===== config.mk =====
export PLATFORM = sky130hd
export DESIGN_NAME = program_loader
export DESIGN_NICKNAME = d
export VERILOG_FILES = /design/src/rtl/program_loader.sv
export SDC_FILE = /design/constraint.sdc
export NUM_CORES = 1
export LEC_CHECK = 0
export BUFFER_PORTS_ARGS = -buffer_cell sky130_fd_sc_hd__buf_2
export CORE_MARGIN = 3
export CORE_UTILIZATION = 40
export CTS_BUF_LIST = sky130_fd_sc_hd__clkbuf_4 sky130_fd_sc_hd__clkbuf_8 sky130_fd_sc_hd__clkbuf_16
export CTS_CLUSTER_DIAMETER = 60
export DETAILED_ROUTE_END_ITERATION = 10
export GPL_TIMING_DRIVEN = 0
export PLACE_DENSITY = 0.59
export SYNTH_ARGS = -nofsm -noshare
export SYNTH_HDL_FRONTEND = slang
export SYNTH_SLANG_ARGS = --single-unit

===== constraint.sdc =====
create_clock -name clk -period 3.7 [get_ports clk]
set_clock_uncertainty 0.2 [all_clocks]
set_input_delay 0.37 -clock clk [delete_from_list [all_inputs] [get_ports clk]]
set_output_delay 0.37 -clock clk [all_outputs]
set_load 0.05 [all_outputs]

===== src/rtl/program_loader.sv =====
// Assembles big-endian 32-bit words from a UART byte stream and writes them
// to program memory with a setup/pulse/hold write sequence.
module program_loader #(
    parameter int len_addr  = 11,
    parameter int len_data  = 32,
    parameter int ram_depth = 2048
) (
    input  logic                clk,
    input  logic                reset,
    input  logic                start,
    input  logic [7:0]          rx_data,
    input  logic                rx_done,
    output logic                wr,
    output logic [len_addr-1:0] addr,
    output logic [len_data-1:0] data,
    output logic                busy,
    output logic                load_done,
    output logic                overflow,
    output logic [len_addr:0]   word_count
);

    typedef enum logic [2:0] {
        IDLE, RECV, WR_SETUP, WR_PULSE, WR_HOLD, DONE
    } state_t;

    localparam logic [len_addr-1:0] last_addr = len_addr'(ram_depth - 1);

    state_t              state, state_n;
    logic [len_data-1:0] shreg, shreg_n;
    logic [1:0]          idx, idx_n;
    logic                pend, pend_n;
    logic                wr_n, busy_n, done_n, ovf_n;
    logic [len_addr-1:0] addr_n;
    logic [len_data-1:0] data_n;
    logic [len_addr:0]   cnt_n;
    logic                in_wr;
    logic [len_data-1:0] next_word;

    assign in_wr     = (state == WR_SETUP) || (state == WR_PULSE) ||
                       (state == WR_HOLD);
    assign next_word = {shreg[len_data-9:0], rx_data};

    always_comb begin
        state_n = state;
        shreg_n = shreg;
        idx_n   = idx;
        pend_n  = pend;
        wr_n    = 1'b0;
        busy_n  = busy;
        done_n  = load_done;
        ovf_n   = overflow;
        addr_n  = addr;
        data_n  = data;
        cnt_n   = word_count;

        // Bytes keep flowing into the assembly register during writes
        if (rx_done && (state == RECV || in_wr)) begin
            shreg_n = next_word;
            idx_n   = idx + 2'd1;
            if (in_wr && idx == 2'd3)
                pend_n = 1'b1;
        end

        case (state)
            IDLE, DONE: begin
                if (start) begin
                    state_n = RECV;
                    busy_n  = 1'b1;
                    done_n  = 1'b0;
                    ovf_n   = 1'b0;
                    addr_n  = '0;
                    cnt_n   = '0;
                    idx_n   = 2'd0;
                    pend_n  = 1'b0;
                end
            end
            RECV: begin
                if (pend) begin
                    data_n  = shreg;
                    pend_n  = 1'b0;
                    state_n = WR_SETUP;
                end else if (rx_done && idx == 2'd3) begin
                    data_n  = next_word;
                    state_n = WR_SETUP;
                end
            end
            WR_SETUP: begin
                state_n = WR_PULSE;
                wr_n    = 1'b1;
            end
            WR_PULSE: state_n = WR_HOLD;
            WR_HOLD: begin
                cnt_n = word_count + 1'b1;
                if (data[len_data-1 -: 6] == 6'b111111) begin
                    state_n = DONE;
                    busy_n  = 1'b0;
                    done_n  = 1'b1;
                end else if (addr == last_addr) begin
                    state_n = DONE;
                    busy_n  = 1'b0;
                    done_n  = 1'b1;
                    ovf_n   = 1'b1;
                end else begin
                    addr_n  = addr + 1'b1;
                    state_n = RECV;
                end
            end
            default: state_n = IDLE;
        endcase
    end

    always_ff @(posedge clk) begin
        if (reset) begin
            state      <= IDLE;
            shreg      <= '0;
            idx        <= 2'd0;
            pend       <= 1'b0;
            wr         <= 1'b0;
            busy       <= 1'b0;
            load_done  <= 1'b0;
            overflow   <= 1'b0;
            addr       <= '0;
            data       <= '0;
            word_count <= '0;
        end else begin
            state      <= state_n;
            shreg      <= shreg_n;
            idx        <= idx_n;
            pend       <= pend_n;
            wr         <= wr_n;
            busy       <= busy_n;
            load_done  <= done_n;
            overflow   <= ovf_n;
            addr       <= addr_n;
            data       <= data_n;
            word_count <= cnt_n;
        end
    end

endmodule


==> results.toml, run 1 <==
[run_status]
outcome = "finished, final reports clean"

[timing]
min_period_ps = 2123
drv_slew = 0
fin_tns_setup_ps = 0
hold_violations = 0
finalSetupViolCount = 0
final_min_period_over_clock_period = 0.5738
fin_worst_hold_slack_ps = 41.46
achievable-frequency_mhz = 471.0
grt_setup_unrepaired = "false"
tightest_slew_ps = 734.9
max_slew_margin = 0.5101

[synth]
proportion_of_netlist_area_held_by_the_largest_area_contributor = 0.4649
synth_area_per_cell_um2 = 8.683
synth.ff_latch_count = 97
netlist_instances = 481
seq_area_frac_synth = 0.4649
synth.top_cells.by_area = "sky130_fd_sc_hd__dfxtp_1 (46%), sky130_fd_sc_hd__nand2_1 (7.7%), sky130_fd_sc_hd__mux2i_1 (7.7%), sky130_fd_sc_hd__a211oi_1 (6.3%), sky130_fd_sc_hd__a21oi_1 (6.1%)"
yosys_warnings = 0
synth_largest_area_cell = "sky130_fd_sc_hd__dfxtp_1"
synth.net_count = 496
synth_area_um2 = 4177
synth.distinct_cells = 48

[drt]
drtPass1Iterations = 5
avgRoutedWirePerCell_um = 14.94
drt_first_iter_violations = 147
drc = 0
avgViaCountPerCell = 5.312
totalWireLength_um = 10450
route.vias.total = 3713
ant_nets = 0

[clock_tree]
htreeDepth = 3
worst_skew_pair.late_latency_ps = 370
post_cts_hold_buffer_count = 0
cts_root_buffer = "sky130_fd_sc_hd__clkbuf_8"
cts_sinks = 97
postCtsSetupBuffers = 0
cts-root-to-sink-buffers = 2
cts-resized-gates = 0
cts_tree = "yes"
clk_pin_slew_ps = 90
numCtsBuffers = 9

[grt]
first_global_vias = 3370
grt_overflow_total = 0
gr-usage-met1 = 0.2645
global_route.peak_usage_layer = "met2"
maximum_number_of_pins_on_one_net_before_global_route_repair = 17
fraction_of_met3_tracks_used_by_global_routing = 0.03164
grt_first_pass_wirelength_um = 17000
antenna_violations_before_repair = 0
groute.layer.met2.usage = 0.2793
gr-usage-all-layers = 0.1836

[place]
portBuffers = 69
place.detailed.hpwl_um = 7696
post_dp_cell_area_um2 = 4688
dpl.cell_count = 683
place.gp.congestion = 0.7959

[setup_path]
crit_chain = "ha_1 > and4_1 > and4_4 > o21a_1 > buf_6 > buf_4 > o31ai_1 > a21oi_1"
ff2ff_setup_slack_ps = 1580
worst-endpoint-arrival_ps = 2170
worst_setup_path_endpoint = "addr[9]"
worst-setup-path-type = "reg2reg"
cp-start-kind = "flip-flop"
worst_r2r_path_depth = 8
crit_path_max_incr_delay_ps = 340
timing.critical_path.required_ps = 3740
critPathLaunch = "addr[0]"
capturing_point_of_the_worst_reg2reg_path = "addr[9]"
reg2reg_from = "addr[0]"
path_delay_family = "compound AO/OA/AOI/OAI gates"
depth_of_the_critical_timing_path_with_buffers_and_inverters_included = 8
critPathMaxFanout = 10
cp-end-kind = "flip-flop"
critical_path.n_buffers_inverters = 2
crit_path_top_delay_cell = "sky130_fd_sc_hd__dfxtp_1"

[die]
initial_core_util = 0.4196
placement_rows = 36
die_height_um = 108.2
design.die.area_um2 = 11700
horiz_die_dim_um = 108.2
num_io_pins = 71
coreArea_um2 = 9955

[flow_run]
drv.max_cap_violation_count = 0

[final_layout]
syn_to_final_growth_pct = 17.11
drive_above_1_share = 0.2067
final_area_um2 = 4891
antenna-diode-count = 0
design.final.nets = 576
fin_cells = 699

[worst_hold_path]
holdCritPathClass = "in2reg"

[power]
ir_drop_mv = 0.1888
netSwitchingFraction = 0.2452
total_power_mw = 1.873
combinational_cell_fraction_of_total_power = 0.052
net-switching-power_mw = 0.4591
share_seq_of_total_power = 0.565
pwr-share-clk = 0.383
internal-power_mw = 1.414
power.static_leakage_nw = 1.748
power-per-cell-area_nw_per_um2 = 382.9
==> worst min-delay path by stage <==
stage                           from        end  slack [ps]  depth (start not counted)
after floorplan            shreg[24]  shreg[24]         240                          2
after CTS                 rx_data[7]   shreg[7]          40                          3
final                     rx_data[7]   shreg[7]          40                          3
after global routing      rx_data[1]   shreg[1]          50                          3
after detailed placement   shreg[27]  shreg[27]         250                          2
after global placement     shreg[26]  shreg[26]         240                          2
==> cell families (layout without fill, tap and decap cells) <==
logic type,after synthesis,in the layout,share of synthesized area
flip-flops,97,97,0.4649
AND/OR/NAND/NOR,184,184,0.2037
XOR/XNOR,2,2,0.004195
AO/OA/AOI/OAI,124,124,0.1893
buffers and inverters,38,123,0.04943
adder cells (fa/ha/maj),3,3,0.008988
multiplexers,33,33,0.07939
==> cell usage after synthesis, drive strengths merged <==
cell,number
xnor2,2
nand4,3
and4,4
a21oi,51
dfxtp,97
nand3,7
a31oi,2
nand4b,1
a41oi,2
nor3b,1
a31o,1
or2,1
or4,4
o21a,4
a21o,1
a22oi,2
ha,3
a311oi,4
nor2,53
and2,5
o211ai,3
inv,2
or3b,2
mux2,1
nor4,1
a211oi,35
o22ai,1
o22a,1
clkbuf,13
mux2i,32
o41ai,1
nand2b,7
o31ai,2
o21ai,13
nor3,3
and3,1
or3,5
buf,23
o211a,1
nand2,86
==> worst reg2reg max path, stage by stage (launching register included) <==
cell,delay [ps]
sky130_fd_sc_hd__dfxtp_1,340
sky130_fd_sc_hd__ha_1,220
sky130_fd_sc_hd__and4_1,210
sky130_fd_sc_hd__and4_4,190
sky130_fd_sc_hd__o21a_1,200
sky130_fd_sc_hd__buf_6,150
sky130_fd_sc_hd__buf_4,170
sky130_fd_sc_hd__o31ai_1,230
sky130_fd_sc_hd__a21oi_1,90
==> power by group through the flow <==
stage	registers [mW]	logic [mW]	clock network (mW)
after detailed placement	1.08	0.0975	0
after floorplan	1.09	0.0589	0
final	1.06	0.0972	0.717
after CTS	1.06	0.0978	0.731
after global routing	1.06	0.108	0.775
after global placement	1.08	0.0965	0
==> cell type report <==
class / count / area, um2
fillers: 986 / 5064
multi-input cells: 346 / 2028
flip-flops and latches: 97 / 1942
repair buffers: 69 / 345.3
plain buffers: 36 / 198.9
well taps: 133 / 166.4
clock buffers: 10 / 137.6
clock inverters: 6 / 65.06
inverters: 2 / 7.507
==> cell usage in the layout, fill, tap and decap left out, drive strengths merged, types with 2 or more instances in the layout <==
| master | instances |
|---|---|
| a211oi | 35 |
| a21oi | 51 |
| a22oi | 2 |
| a311oi | 4 |
| a31oi | 2 |
| a41oi | 2 |
| and2 | 5 |
| and4 | 4 |
| buf | 92 |
| clkbuf | 23 |
| clkinv | 2 |
| dfxtp | 97 |
| ha | 3 |
| inv | 4 |
| mux2i | 32 |
| nand2 | 86 |
| nand2b | 7 |
| nand3 | 7 |
| nand4 | 3 |
| nor2 | 53 |
| nor3 | 3 |
| o211ai | 3 |
| o21a | 4 |
| o21ai | 13 |
| o31ai | 2 |
| or3 | 5 |
| or3b | 2 |
| or4 | 4 |
| xnor2 | 2 |
==> sequential cells by signal, indices dropped and copies added (netlist names) <==
name        count
data           32
overflow        1
busy            1
word_count     12
shreg          32
pend            1
state           3
idx             2
load_done       1
wr              1
addr           11
==> through the flow <==
stage	setup WS, ps	util
after global routing	1467	0.4913
after global placement	1594	0.4710
after detailed placement	1584	0.4710
after CTS	1570	0.4913
after floorplan	1464	-
final	1577	0.4913
==> metal layers <==
layer,up-vias,part of all wire
met4,0,0.014
met5,-,0
met1,1754,0.51
li1,1864,-
met3,14,0.048
met2,81,0.43
No activity file was read; power rests on OpenSTA's default activity.
==> run 2, diff against run 1 <==
PLACE_DENSITY = 0.61   (was 0.59)
clock period = 1.9 ns   (was 3.7 ns; I/O delays follow)
==> results.toml, run 2 (synthesis gave the netlist of run 1 again) <==
[final_layout]
mostFrequentLayoutCell = "sky130_fd_sc_hd__nand2_1"
mostFrequentLayoutCells = "sky130_fd_sc_hd__nand2_1 (84), sky130_fd_sc_hd__dfxtp_1 (81), sky130_fd_sc_hd__buf_2 (71), sky130_fd_sc_hd__a21oi_1 (47), sky130_fd_sc_hd__nor2_1 (34)"
antenna-diode-count = 0
design.final.nets = 607
syn_to_final_growth_pct = 36.82
biggestRegsByFlops = "data: 32 flops, shreg: 32 flops, word_count: 12 flops"
fin_cells = 730
drive_above_1_share = 0.3735
final_area_um2 = 5714

[die]
placement_rows = 36
coreArea_um2 = 9955
die_height_um = 108.2
design.die.area_um2 = 11700
horiz_die_dim_um = 108.2
initial_core_util = 0.4196
num_io_pins = 71

[setup_path]
cp-end-kind = "flip-flop"
worst-setup-path-type = "reg2reg"
crit_chain = "ha_4 > and4_1 > and4_4 > o21a_4 > or4_4 > a21oi_2"
timing.critical_path.required_ps = 2010
crit_path_top_delay_cell = "sky130_fd_sc_hd__or4_4"
crit_path_max_incr_delay_ps = 480
worst_r2r_path_depth = 6
critPathMaxFanout = 4
worst-endpoint-arrival_ps = 2110
cp-start-kind = "flip-flop"

[power]
share_seq_of_total_power = 0.571
combinational_cell_fraction_of_total_power = 0.069
internal-power_mw = 2.664
power.static_leakage_nw = 2.051
pwr-share-clk = 0.361
net-switching-power_mw = 0.9447
ir_drop_mv = 0.3371
netSwitchingFraction = 0.2618
power-per-cell-area_nw_per_um2 = 631.5

[timing]
final_min_period_over_clock_period = 1.053
grt_setup_unrepaired = "true"
max_slew_margin = 0.5305
drv_slew = 0
postLayoutSetupSlackWorst_ps = -101.0
hold_violations = 0
finalSetupViolCount = 17
tightest_slew_ps = 704.2
min_period_ps = 2001
achievable-frequency_mhz = 499.8

[drt]
route.vias.total = 3867
drt_first_iter_violations = 130
drtPass1Iterations = 4
ant_nets = 0
totalWireLength_um = 11500
avgRoutedWirePerCell_um = 15.76
drc = 0
avgViaCountPerCell = 5.297

[clock_tree]
cts_root_buffer = "sky130_fd_sc_hd__clkbuf_8"
clk_pin_slew_ps = 100
htreeDepth = 3
cts-root-to-sink-buffers = 2
numCtsBuffers = 9
worst_skew_pair.late_latency_ps = 380
cts_tree = "yes"
cts_sinks = 97

[run_status]
violated_checks = "setup timing"
outcome = "finished, violations left"

[place]
place.detailed.hpwl_um = 7584
portBuffers = 69
place.gp.congestion = 0.7989
dpl.cell_count = 683
post_dp_cell_area_um2 = 4727

[grt]
grt_first_pass_wirelength_um = 17260
maximum_number_of_pins_on_one_net_before_global_route_repair = 18
gr-usage-all-layers = 0.1853
antenna_violations_before_repair = 0
grt_overflow_total = 0
first_global_vias = 3485

[flow_run]
drv.max_cap_violation_count = 0

[worst_hold_path]
holdCritPathClass = "in2reg"
timing.hold.worst_path_depth = 3
==> run 2: cell types whose count changed in the layout (fill, tap and decap cells not counted), moves of 5 or more <==
cell / delta
sky130_fd_sc_hd__a211oi_1: -26
sky130_fd_sc_hd__o21ai_0: -6
sky130_fd_sc_hd__dfxtp_1: -16
sky130_fd_sc_hd__buf_6: +11
sky130_fd_sc_hd__nor2_2: +12
sky130_fd_sc_hd__dfxtp_2: +14
sky130_fd_sc_hd__nor2_4: +5
sky130_fd_sc_hd__dlygate4sd3_1: +8
sky130_fd_sc_hd__buf_4: +12
sky130_fd_sc_hd__nor2_1: -17
sky130_fd_sc_hd__buf_2: -10
sky130_fd_sc_hd__a211oi_2: +26
==> run 2: worst paths after layout <==
kind	from	endpoint	slack [ps]
hold / removal	rx_done	pend	40
hold reg to reg	shreg[29]	shreg[29]	260
setup / recovery	addr[0]	addr[5]	-100
setup reg to reg	addr[0]	addr[5]	-100
==> run 2: metrics by stage <==
stage	setup WS, ps	power, mW	utilization	hold WS, ps	TNS [ps]
2_1_floorplan	-75.03	2.228	-	126.0	-413.6
4_1_cts	-63.94	3.592	0.5259	9.901	-468.5
3_3_place_gp	-96.42	2.291	0.4749	241.5	-1994
3_5_place_dp	-130.8	2.295	0.4749	246.1	-3042
5_1_grt	-148.5	3.741	0.5740	61.76	-2155
6_report	-101.0	3.608	0.5740	44.94	-603.1
==> run 2: layout make-up <==
cell class	instances	area (um2)
multi-input combinational	346	2384
sequential	97	1967
buffer	33	267.8
tap	133	166.4
clock inverter	6	50.05
timing repair buffer	103	734.5
clock buffer	10	137.6
fill	903	4240
inverter	2	7.507
==> run 2: worst max-delay path: cells and delay by family (launching register included) <==
family	cells	cell delay, ps
fa+ha+maj	1	150
simple gates	3	880
flops	1	360
compound gates	2	350
==> run 2: layer usage <==
metal,vias up,track usage,wire [um]
met5,-,0,0
met3,14,0.02567,608
li1,1929,-,-
met2,86,0.2802,5249
met4,0,0.06132,134
met1,1838,0.2717,5510
==> run 2: repair_timing <==
| action | 4_1_cts | 5_1_grt |
|---|---|---|
| hold endpoints to repair | 15 | 0 |
| pin swaps | 11 | 37 |
| hold buffers | 8 | 0 |
| resized for setup | 35 | 89 |
| gates cloned | 2 | 5 |
| setup endpoints to repair | 73 | 80 |
| buffers inserted | 10 | 10 |
==> run 2: power by group through the flow <==
stage | Combinational (mW) | Clock (mW) | Sequential, mW
CTS | 0.213 | 1.32 | 2.06
floorplan | 0.115 | 0 | 2.11
global route | 0.271 | 1.41 | 2.06
finish | 0.249 | 1.30 | 2.06
global placement | 0.187 | 0 | 2.10
detailed placement | 0.189 | 0 | 2.11
